$ cat config.mk
export PLATFORM = sky130hd
export DESIGN_NAME = k7_tape_tx
export DESIGN_NICKNAME = d
export VERILOG_FILES = /design/src/rtl/k7_pkg.sv /design/src/rtl/k7_phase_timer.sv /design/src/rtl/k7_tape_tx.sv
export SDC_FILE = /design/constraint.sdc
export NUM_CORES = 1
export LEC_CHECK = 0
export ABC_AREA = 1
export BUFFER_PORTS_ARGS = -buffer_cell sky130_fd_sc_hd__buf_2
export CAP_MARGIN = 20
export CELL_PAD_IN_SITES_DETAIL_PLACEMENT = 0
export CELL_PAD_IN_SITES_GLOBAL_PLACEMENT = 1
export CORE_MARGIN = 4
export CORE_UTILIZATION = 42
export CTS_CLUSTER_SIZE = 30
export DETAILED_ROUTE_END_ITERATION = 10
export PLACE_DENSITY = 0.77
export SLEW_MARGIN = 40
export SYNTH_ARGS = -nofsm -noshare
export SYNTH_HDL_FRONTEND = slang
export SYNTH_HIERARCHICAL = 1
export SYNTH_SLANG_ARGS = --single-unit
export TNS_END_PERCENT = 10
$ cat constraint.sdc
create_clock -name CLK_IN -period 3.4 [get_ports CLK_IN]
set_clock_uncertainty 0.2 [all_clocks]
set_input_delay 0.34 -clock CLK_IN [delete_from_list [all_inputs] [get_ports CLK_IN]]
set_output_delay 0.34 -clock CLK_IN [all_outputs]
set_load 0.01 [all_outputs]
$ cat src/rtl/k7_pkg.sv
// Shared definitions for the K7 cassette transmitter: FSM states, tape formats,
// slow-format cycle counts and frame/phase helpers.
package k7_pkg;

    typedef enum logic [1:0] {
        IDLE = 2'd0,
        HIGH = 2'd1,
        LOW  = 2'd2
    } k7_state_t;

    typedef enum logic {
        FAST = 1'b0,
        SLOW = 1'b1
    } k7_fmt_t;

    localparam int SLOW_ONE_CYCLES  = 8;
    localparam int SLOW_ZERO_CYCLES = 4;

    // Bit idx of the frame: start '0', data LSB first, odd parity, then stop '1's.
    function automatic logic frame_bit(logic [7:0] d, int idx);
        if (idx == 0)
            return 1'b0;
        if (idx <= 8)
            return d[3'(idx - 1)];
        if (idx == 9)
            return ~^d;
        return 1'b1;
    endfunction

    function automatic logic [9:0] high_len(logic b, k7_fmt_t f, int half);
        return (f == SLOW && !b) ? 10'(2 * half) : 10'(half);
    endfunction

    function automatic logic [9:0] low_len(logic b, int half);
        return b ? 10'(half) : 10'(2 * half);
    endfunction

    function automatic logic [2:0] last_cycle(logic b);
        return b ? 3'(SLOW_ONE_CYCLES - 1) : 3'(SLOW_ZERO_CYCLES - 1);
    endfunction

endpackage

$ cat src/rtl/k7_phase_timer.sv
// Loadable 10-bit tick down-counter; done pulses on the tick that takes it from 1 to 0.
module k7_phase_timer (
    input  logic       CLK_IN,
    input  logic       RESET,
    input  logic       ena,
    input  logic       load,
    input  logic [9:0] load_val,
    output logic       done
);

    logic [9:0] count;

    assign done = ena && (count == 10'd1);

    always_ff @(posedge CLK_IN) begin
        if (RESET)
            count <= '0;
        else if (load)
            count <= load_val;
        else if (ena && count != 10'd0)
            count <= count - 10'd1;
    end

endmodule

$ cat src/rtl/k7_tape_tx.sv
// Byte-to-cassette modulator: frames a byte and emits it as HIGH/LOW pulse phases
// whose lengths encode each bit in the fast or slow format.
module k7_tape_tx
    import k7_pkg::*;
#(
    parameter int HALF_US   = 208,
    parameter int STOP_BITS = 4
) (
    input  logic       CLK_IN,
    input  logic       RESET,
    input  logic       ENA_1MHZ,
    input  logic       play,
    input  logic       slow,
    input  logic [7:0] data_in,
    input  logic       data_valid,
    output logic       data_ready,
    output logic       tape_out,
    output logic       busy
);

    localparam int LAST_IDX = 10 + STOP_BITS - 1;
    localparam int IDX_W    = $clog2(LAST_IDX + 1);

    k7_state_t        state;
    k7_fmt_t          fmt_q;
    logic [7:0]       data_q;
    logic [IDX_W-1:0] bit_idx;
    logic [2:0]       cyc_cnt;
    logic             load;
    logic [9:0]       load_val;
    logic             done;
    logic             xfer;
    logic             cur_bit;
    logic             next_bit;
    logic             last_cyc;
    logic             last_bit;

    assign data_ready = play && (state == IDLE) && !RESET;
    assign xfer       = data_valid && data_ready;
    assign busy       = (state != IDLE);
    assign cur_bit    = frame_bit(data_q, int'(bit_idx));
    assign next_bit   = frame_bit(data_q, int'(bit_idx) + 1);
    assign last_cyc   = (fmt_q == FAST) || (cyc_cnt == last_cycle(cur_bit));
    assign last_bit   = (bit_idx == IDX_W'(LAST_IDX));

    k7_phase_timer u_timer (
        .CLK_IN   (CLK_IN),
        .RESET    (RESET),
        .ena      (ENA_1MHZ),
        .load     (load),
        .load_val (load_val),
        .done     (done)
    );

    // Timer reload runs in step with the FSM: the next phase length is loaded on
    // the same edge that the FSM enters that phase. The start bit is always '0'.
    always_comb begin
        load     = 1'b0;
        load_val = '0;
        if (state == IDLE && xfer) begin
            load     = 1'b1;
            load_val = high_len(1'b0, k7_fmt_t'(slow), HALF_US);
        end else if (done && state == HIGH) begin
            load     = 1'b1;
            load_val = low_len(cur_bit, HALF_US);
        end else if (done && state == LOW) begin
            if (!last_cyc) begin
                load     = 1'b1;
                load_val = high_len(cur_bit, fmt_q, HALF_US);
            end else if (!last_bit) begin
                load     = 1'b1;
                load_val = high_len(next_bit, fmt_q, HALF_US);
            end
        end
    end

    always_ff @(posedge CLK_IN) begin
        if (RESET) begin
            state    <= IDLE;
            tape_out <= 1'b0;
            fmt_q    <= FAST;
            data_q   <= '0;
            bit_idx  <= '0;
            cyc_cnt  <= '0;
        end else begin
            case (state)
                IDLE: begin
                    if (xfer) begin
                        data_q   <= data_in;
                        fmt_q    <= k7_fmt_t'(slow);
                        bit_idx  <= '0;
                        cyc_cnt  <= '0;
                        state    <= HIGH;
                        tape_out <= 1'b1;
                    end
                end
                HIGH: begin
                    if (done) begin
                        state    <= LOW;
                        tape_out <= 1'b0;
                    end
                end
                LOW: begin
                    if (done) begin
                        if (!last_cyc) begin
                            cyc_cnt  <= cyc_cnt + 3'd1;
                            state    <= HIGH;
                            tape_out <= 1'b1;
                        end else if (!last_bit) begin
                            bit_idx  <= bit_idx + 1'b1;
                            cyc_cnt  <= '0;
                            state    <= HIGH;
                            tape_out <= 1'b1;
                        end else begin
                            bit_idx  <= '0;
                            cyc_cnt  <= '0;
                            state    <= IDLE;
                            tape_out <= 1'b0;
                        end
                    end
                end
                default: begin
                    state    <= IDLE;
                    tape_out <= 1'b0;
                end
            endcase
        end
    end

endmodule

==> results of run 1 <==
==> registers in the layout (all words and copies together), names as in the netlist <==
register	count
u_timer/count	10
bit_idx	4
cyc_cnt	3
tape_out	1
state	2
data_q	8
fmt_q	1
==> how the worst max path moves through the flow <==
stage | from | end | slack, ns | cells after the start
after global placement | bit_idx[1]$_SDFFE_PP0P_ | u_timer/count[3]$_SDFFE_PP0P_ | 0.50 | 19
after detailed placement | bit_idx[1]$_SDFFE_PP0P_ | u_timer/count[8]$_SDFFE_PP0P_ | 0.40 | 20
after global routing | bit_idx[1]$_SDFFE_PP0P_ | u_timer/count[5]$_SDFFE_PP0P_ | 0.04 | 19
after floorplan | bit_idx[0]$_SDFFE_PP0P_ | u_timer/count[4]$_SDFFE_PP0P_ | 0.58 | 22
final | bit_idx[1]$_SDFFE_PP0P_ | u_timer/count[5]$_SDFFE_PP0P_ | 0.37 | 19
after CTS | bit_idx[1]$_SDFFE_PP0P_ | u_timer/count[8]$_SDFFE_PP0P_ | 0.37 | 20
==> layer usage <==
layer,track usage (%),vias up
met4,6.588,0
met3,3.363,5
met5,0,-
met2,26.66,20
met1,26.36,950
li1,-,1172
==> power by group through the flow <==
stage	Clock, W	Sequential (W)	Combinational (W)
6_report	0.000371	0.000549	0.00119
5_1_grt	0.000402	0.000567	0.00137
4_1_cts	0.000381	0.000549	0.00119
3_5_place_dp	0	0.000556	0.00119
3_3_place_gp	0	0.000555	0.00118
2_1_floorplan	0	0.000532	0.000967
==> cells in the mapped netlist, types with 2 or more instances <==
| master | n |
|---|---|
| sky130_fd_sc_hd__nand3_2 | 2 |
| sky130_fd_sc_hd__nand4_1 | 3 |
| sky130_fd_sc_hd__nand3_1 | 38 |
| sky130_fd_sc_hd__dfxtp_1 | 29 |
| sky130_fd_sc_hd__inv_1 | 38 |
| sky130_fd_sc_hd__ha_1 | 8 |
| sky130_fd_sc_hd__inv_2 | 7 |
| sky130_fd_sc_hd__nor3_1 | 3 |
| sky130_fd_sc_hd__clkbuf_1 | 2 |
| sky130_fd_sc_hd__nand2_2 | 8 |
| sky130_fd_sc_hd__nand3b_1 | 2 |
| sky130_fd_sc_hd__a21oi_1 | 13 |
| sky130_fd_sc_hd__a21oi_2 | 4 |
| sky130_fd_sc_hd__nor2_4 | 3 |
| sky130_fd_sc_hd__xor2_1 | 5 |
| sky130_fd_sc_hd__buf_2 | 4 |
| sky130_fd_sc_hd__o21ai_0 | 12 |
| sky130_fd_sc_hd__xnor2_1 | 2 |
| sky130_fd_sc_hd__nand2_1 | 106 |
| sky130_fd_sc_hd__nand2_4 | 2 |
| sky130_fd_sc_hd__or2_2 | 2 |
| sky130_fd_sc_hd__nor2_1 | 48 |
| sky130_fd_sc_hd__o21ai_1 | 6 |
==> timing repair <==
item                                    in CTS  in global routing
hold endpoints to repair                     0                  0
gates resized for setup                      0                  1
endpoints found under the setup margin       0                  5
==> critical path, stage by stage (launching register included) <==
cell                         delay (ns)
sky130_fd_sc_hd__dfxtp_1           0.41
sky130_fd_sc_hd__inv_1             0.11
sky130_fd_sc_hd__ha_1              0.39
sky130_fd_sc_hd__inv_1             0.16
sky130_fd_sc_hd__nand2_1           0.09
sky130_fd_sc_hd__nand3_1           0.08
sky130_fd_sc_hd__nand3b_1          0.07
sky130_fd_sc_hd__nand3_1           0.07
sky130_fd_sc_hd__nand2_1           0.06
sky130_fd_sc_hd__inv_2             0.07
sky130_fd_sc_hd__nand2_2           0.06
sky130_fd_sc_hd__nand2_2           0.08
sky130_fd_sc_hd__nand3_1           0.09
sky130_fd_sc_hd__nand2_1           0.09
sky130_fd_sc_hd__a21oi_1           0.06
sky130_fd_sc_hd__nand2_1           0.13
sky130_fd_sc_hd__clkinvlp_4        0.24
sky130_fd_sc_hd__or2_2             0.34
sky130_fd_sc_hd__nand3_1           0.09
sky130_fd_sc_hd__a21oi_2           0.05
==> stage by stage <==
step	setup WS [ns]	hold WS, ns
5_1_grt	0.04340	0.1058
6_report	0.3709	0.07602
4_1_cts	0.3730	0.06856
3_5_place_dp	0.3986	0.2567
2_1_floorplan	0.5796	0.2091
3_3_place_gp	0.4981	0.2517
==> final cells by class <==
cell class	instances	area [um2]	share of cell area [%]
inverter	46	176.4	7.064
clock buffer	7	86.33	3.457
multi-input combinational	282	1441	57.72
clock inverter	1	30.03	1.202
timing repair buffer	18	95.09	3.808
sequential	29	580.6	23.25
tap	70	87.58	3.507
==> kinds of logic after synthesis <==
group                      count (synthesis)  synth area share [%]
other                                      1                0.1696
DFF                                       29                 26.26
adders and majority gates                  8                 4.528
and+or+nand+nor                          223                 46.58
AOI/OAI and AO/OA                         38                 10.02
muxes                                      1                0.4528
xor gates and xnor gates                   7                 2.773
buffers and inverters                     53                 9.225
==> layout by cell type (no fill, tap or decap), drive strengths merged <==
master,instances
nand2,116
nor2,53
inv,44
nand3,41
dfxtp,29
buf,18
a21oi,18
o21ai,18
ha,8
clkbuf,7
xor2,5
conb,5
nor3,4
nand4,4
nand3b,2
or2,2
xnor2,2
clkinv,1
nor3b,1
o211ai,1
mux2i,1
o21a,1
bufinv,1
clkinvlp,1
==> impl_metrics.yaml, run 1 <==
status:
  result_of_the_run: "completed"
cells_and_area:
  drive_gt1_share_pct: 15.67
  layout.filler_cells: 585
  nNetsFinal: 404
  final_cell_area_um2: 2497
  fin_util_pct: 48.90
  insertedDiodeCount: 0
  flow.area_growth_from_synthesis_pct: 12.96
  final_cells: 453
power_and_ir_drop:
  intPower_w: 0.001109
  sum_of_internal_switching_and_leakage_power_w: 0.002108
  switching_share_of_power_pct: 47.42
  total_switching_power_w: 0.0009999
  leakage_power_figure_nw: 1.200
  p_comb_share_pct: 56.3
  irDropWorstVdd_mv: 0.3721
  proportion_of_power_drawn_by_the_clock_network_pct: 17.6
  power_density_nw_per_um2: 844.3
  seq_power_share_pct: 26.0
route:
  met1Wirelength_um: 2872
  wl_met3_um: 162
  drt_pre_antenna_iters: 5
  route.detailed.vias_per_inst: 4.740
  avgRoutedWirePerCell_um: 11.48
  topRoutingLayerUsed: "met4"
  drc_errors: 0
  met2_wirelength_um: 2089
  route.antenna.remaining_nets: 0
  routed_wl_um: 5201
  drtIter0Drc: 79
  via_count: 2147
global_route:
  grt_start_max_net_pins: 20
  first_pass_grt_wire_length_um: 9211
  globalRoute.totalOverflow: 0
  initial_antenna_violation_count: 0
  via_count_of_the_first_global_routing_pass: 2049
  groute.usage.overall_pct: 18.23
placed_design:
  routabilityCongestion: 0.8007
  post_dp_cell_area_um2: 2377
  port_buffers: 16
  post-place-cells: 445
  place.detailed.hpwl_um: 4157
hold_path:
  hold_path_depth: 3
  holdCritPathClass: "in2reg"
  min-delay-start: "data_in[1]"
  min_to: "data_q[1]$_SDFFE_PP0P_"
worst_setup_path:
  timing.critical_path.to_type: "register"
  cp.arrival_ns: 3.00
  worst-endpoint-required_ns: 3.37
  start_kind: "register"
  critical_path.max_fanout: 12
  crit-reg2reg-capture: "u_timer/count[5]$_SDFFE_PP0P_"
  ff2ff_setup_slack_ns: 0.37
  timing_worst_setup_path_type: "reg2reg"
  worst-r2r-cell-count: 19
  r2r-start: "bit_idx[1]$_SDFFE_PP0P_"
clock_network:
  clk_latency_ns: 0.28
  hold_buffers: 0
  cts_tree: "done"
  cts_sinks: 29
  cts_made_buffers: 5
  ctsLongestPathBuffers: 2
  post-cts-setup-buffer-count: 0
  clock_tree.root_cell: "sky130_fd_sc_hd__clkbuf_8"
  htree_num_levels: 2
  clkTransAtPathRegs_ns: 0.06
floorplan:
  std_cell_rows: 26
  design.core.area_um2: 5107
  top_level_ports: 17
  die-width_um: 80.56
  die_area_um2: 6489
  dieHeight_um: 80.56
  start_util_pct: 43.29
logic_synthesis:
  syn-cell-area_um2: 2211
  yosys_most_used_dff: "sky130_fd_sc_hd__dfxtp_1"
  asyncSetResetFlopFracSynth_pct: 0
  synthDistinctLibCells: 36
  synth.area.top_cells: "sky130_fd_sc_hd__dfxtp_1 26%, sky130_fd_sc_hd__nand2_1 18%, sky130_fd_sc_hd__nand3_1 8.6%, sky130_fd_sc_hd__nor2_1 8.1%, sky130_fd_sc_hd__inv_1 6.5%"
  post-synth-top-area-fraction_pct: 26.26
  synth_seq_area_share_pct: 26.26
  synthesis.yosys.warnings: 6
  number_of_flops_mapped_to_enable_cells_by_yosys: 0
  synth-seq-cells: 29
  synthDominantAreaCellType: "sky130_fd_sc_hd__dfxtp_1"
  mapped_avg_cell_area_um2: 6.141
  synth_cells: 360
sta:
  finalSetupViolations: 0
  max_clock_freq_ghz: 0.3301
  period_needed_ns: 3.029
  rsz0062_at_grt: "false"
  final-max-slew-violation-count: 0
  fin_crit_sh_pct: 89.09
  fin_setup_tns_ns: 0
  finalHoldViolCount: 0
job:
  max_cap_viol_count: 0
(Power assumes the default switching activity.)
==> run 2, diff against run 1 <==
PLACE_DENSITY = default   (was 0.77)
PLACE_DENSITY_LB_ADDON = 0.1   (was default)
==> impl_metrics.yaml, run 2 (synthesis gave the netlist of run 1 again) <==
clock_network:
  post-cts-setup-buffer-count: 0
  clock_tree.root_cell: "sky130_fd_sc_hd__clkbuf_8"
  cts_made_buffers: 5
  clk_latency_ns: 0.28
  cts_tree: "done"
  htree_num_levels: 2
  cts_sinks: 29
  hold_buffers: 0
  clkTransAtPathRegs_ns: 0.06
  ctsLongestPathBuffers: 2
job:
  max_cap_viol_count: 0
worst_setup_path:
  cpLargestDelayFamily: "simple AND/OR/NAND/NOR gates"
  crit_path_cell_trace: "inv_1 > ha_2 > inv_1 > nand2_1 > nand3_1 > nand3_1 > nand3_1 > nand2_1 > inv_2 > nand3_1 > nand3_1 > nand2_1 > a21oi_1 > nand2_1 > clkinvlp_4 > or2_2 > nand3_1 > a21oi_2"
  cp.arrival_ns: 2.94
  r2r-start: "bit_idx[1]$_SDFFE_PP0P_"
  launching_element_of_the_worst_setup_path: "bit_idx[1]$_SDFFE_PP0P_"
  start_kind: "register"
  timing.critical_path.slowest_stage_cell: "sky130_fd_sc_hd__ha_2"
  ff2ff_setup_slack_ns: 0.42
  cpMostUsedCell: "sky130_fd_sc_hd__nand3_1"
  timing_worst_setup_path_type: "reg2reg"
  timing.critical_path.to_type: "register"
  critical_path.max_fanout: 12
  setup.worst_path.end: "u_timer/count[5]$_SDFFE_PP0P_"
  crit-reg2reg-capture: "u_timer/count[5]$_SDFFE_PP0P_"
  cp_num_cells: 18
  max_stage_delay_ns: 0.42
  worst-r2r-cell-count: 18
  worst-endpoint-required_ns: 3.36
  path_buf_inv: 4
cells_and_area:
  final_cell_area_um2: 2470
  registers.top_by_ff_count: "u_timer/count"
  nNetsFinal: 404
  layout.filler_cells: 579
  flow.area_growth_from_synthesis_pct: 11.71
  seqCellArea_um2: 580.6
  largest_registers: "u_timer/count: 10 flops, data_q: 8 flops, bit_idx: 4 flops"
  flip_flop_count_of_the_largest_register_all_copies_and_words_added: 10
  drive_gt1_share_pct: 15.71
  multi_input_comb_area_um2: 1444
  layout.cells.most_common: "sky130_fd_sc_hd__nand2_1"
  insertedDiodeCount: 0
  layout.cells.most_common_list: "106 x sky130_fd_sc_hd__nand2_1, 48 x sky130_fd_sc_hd__nor2_1, 38 x sky130_fd_sc_hd__nand3_1, 37 x sky130_fd_sc_hd__inv_1, 29 x sky130_fd_sc_hd__dfxtp_1"
floorplan:
  die_area_um2: 6489
  top_level_ports: 17
  design.core.area_um2: 5107
  std_cell_rows: 26
  die-width_um: 80.56
  start_util_pct: 43.29
  dieHeight_um: 80.56
sta:
  finalHoldViolCount: 0
  period_needed_ns: 2.975
  timing.hold.ws_ns: 0.08283
  max_clock_freq_ghz: 0.3361
  fin_crit_sh_pct: 87.51
  final-max-slew-violation-count: 0
  finalSetupViolations: 0
  rsz0062_at_grt: "false"
  fin_setup_tns_ns: 0
power_and_ir_drop:
  leakage_power_figure_nw: 1.185
  irDropWorstVdd_mv: 0.4405
  power_density_nw_per_um2: 821.9
  sum_of_internal_switching_and_leakage_power_w: 0.002030
route:
  route.antenna.remaining_nets: 0
  drt_pre_antenna_iters: 4
  via_count: 2174
  route.detailed.vias_per_inst: 4.810
  routed_wl_um: 5141
  drc_errors: 0
  avgRoutedWirePerCell_um: 11.37
  drtIter0Drc: 93
hold_path:
  holdCritPathClass: "in2reg"
global_route:
  groute.usage.overall_pct: 18.21
  initial_antenna_violation_count: 0
  via_count_of_the_first_global_routing_pass: 2033
  first_pass_grt_wire_length_um: 9246
  globalRoute.totalOverflow: 0
  grt_start_max_net_pins: 20
placed_design:
  port_buffers: 16
  post_dp_cell_area_um2: 2377
  place.detailed.hpwl_um: 4066
  routabilityCongestion: 0.8152
status:
  result_of_the_run: "completed"
-- run 2: cell count changes in the layout (fill, tap and decap cells not counted), sizes merged --
cell / previous run / this run
bufinv: 1 / 0
-- run 2: layout make-up --
cell class / instances / share of cell area (%)
clock buffer: 7 / 3.495
inverter: 46 / 7.143
multi-input combinational: 282 / 58.46
sequential: 29 / 23.51
tap: 70 / 3.546
timing repair buffer: 18 / 3.850
-- run 2: worst min-delay path: stages --
cell                      delay (ns)
sky130_fd_sc_hd__buf_2          0.08
sky130_fd_sc_hd__nand3_1        0.06
sky130_fd_sc_hd__nand2_1        0.05
-- run 2: repair_timing --
action,CTS,global route
resized for setup,0,2
endpoints found under the hold margin,0,0
setup endpoints to repair,0,6
-- run 2: how the worst min path moves through the flow --
| stage | slack (ns) | cells after the start | end | startpoint |
|---|---|---|---|---|
| 2_1_floorplan | 0.21 | 1 | fmt_q$_SDFFE_PP0P_ | RESET |
| 3_5_place_dp | 0.26 | 2 | tape_out$_SDFFE_PP0P_ | tape_out$_SDFFE_PP0P_ |
| 4_1_cts | 0.08 | 3 | data_q[1]$_SDFFE_PP0P_ | data_in[1] |
| 6_report | 0.08 | 3 | data_q[1]$_SDFFE_PP0P_ | data_in[1] |
| 3_3_place_gp | 0.25 | 2 | tape_out$_SDFFE_PP0P_ | tape_out$_SDFFE_PP0P_ |
| 5_1_grt | 0.11 | 3 | data_q[1]$_SDFFE_PP0P_ | data_in[1] |
-- run 2: power by group --
part	internal (W)	switching [W]	leakage, nW
Clock	0.000160	0.000127	0.0443
Combinational	0.000436	0.000757	0.903
Sequential	0.000439	0.000110	0.237
Total	0.00104	0.000994	1.18
-- run 2: metal layers --
layer  up-vias  routed length, um  global-route usage (%)
met4         0                 57                   5.405
li1       1166                  -                       -
met2        32               2078                   26.24
met1       970               2821                   26.90
met3         6                184                   3.700
met5         -                  0                       0
-- run 2: per-stage QoR --
stage	cells	utilization, %	setup slack [ns]
3_5_place_dp	445	46.55	0.3669
4_1_cts	452	48.24	0.3064
3_3_place_gp	445	46.55	0.4788
6_report	452	48.36	0.4247
2_1_floorplan	364	-	0.5796
5_1_grt	452	48.36	0.07719
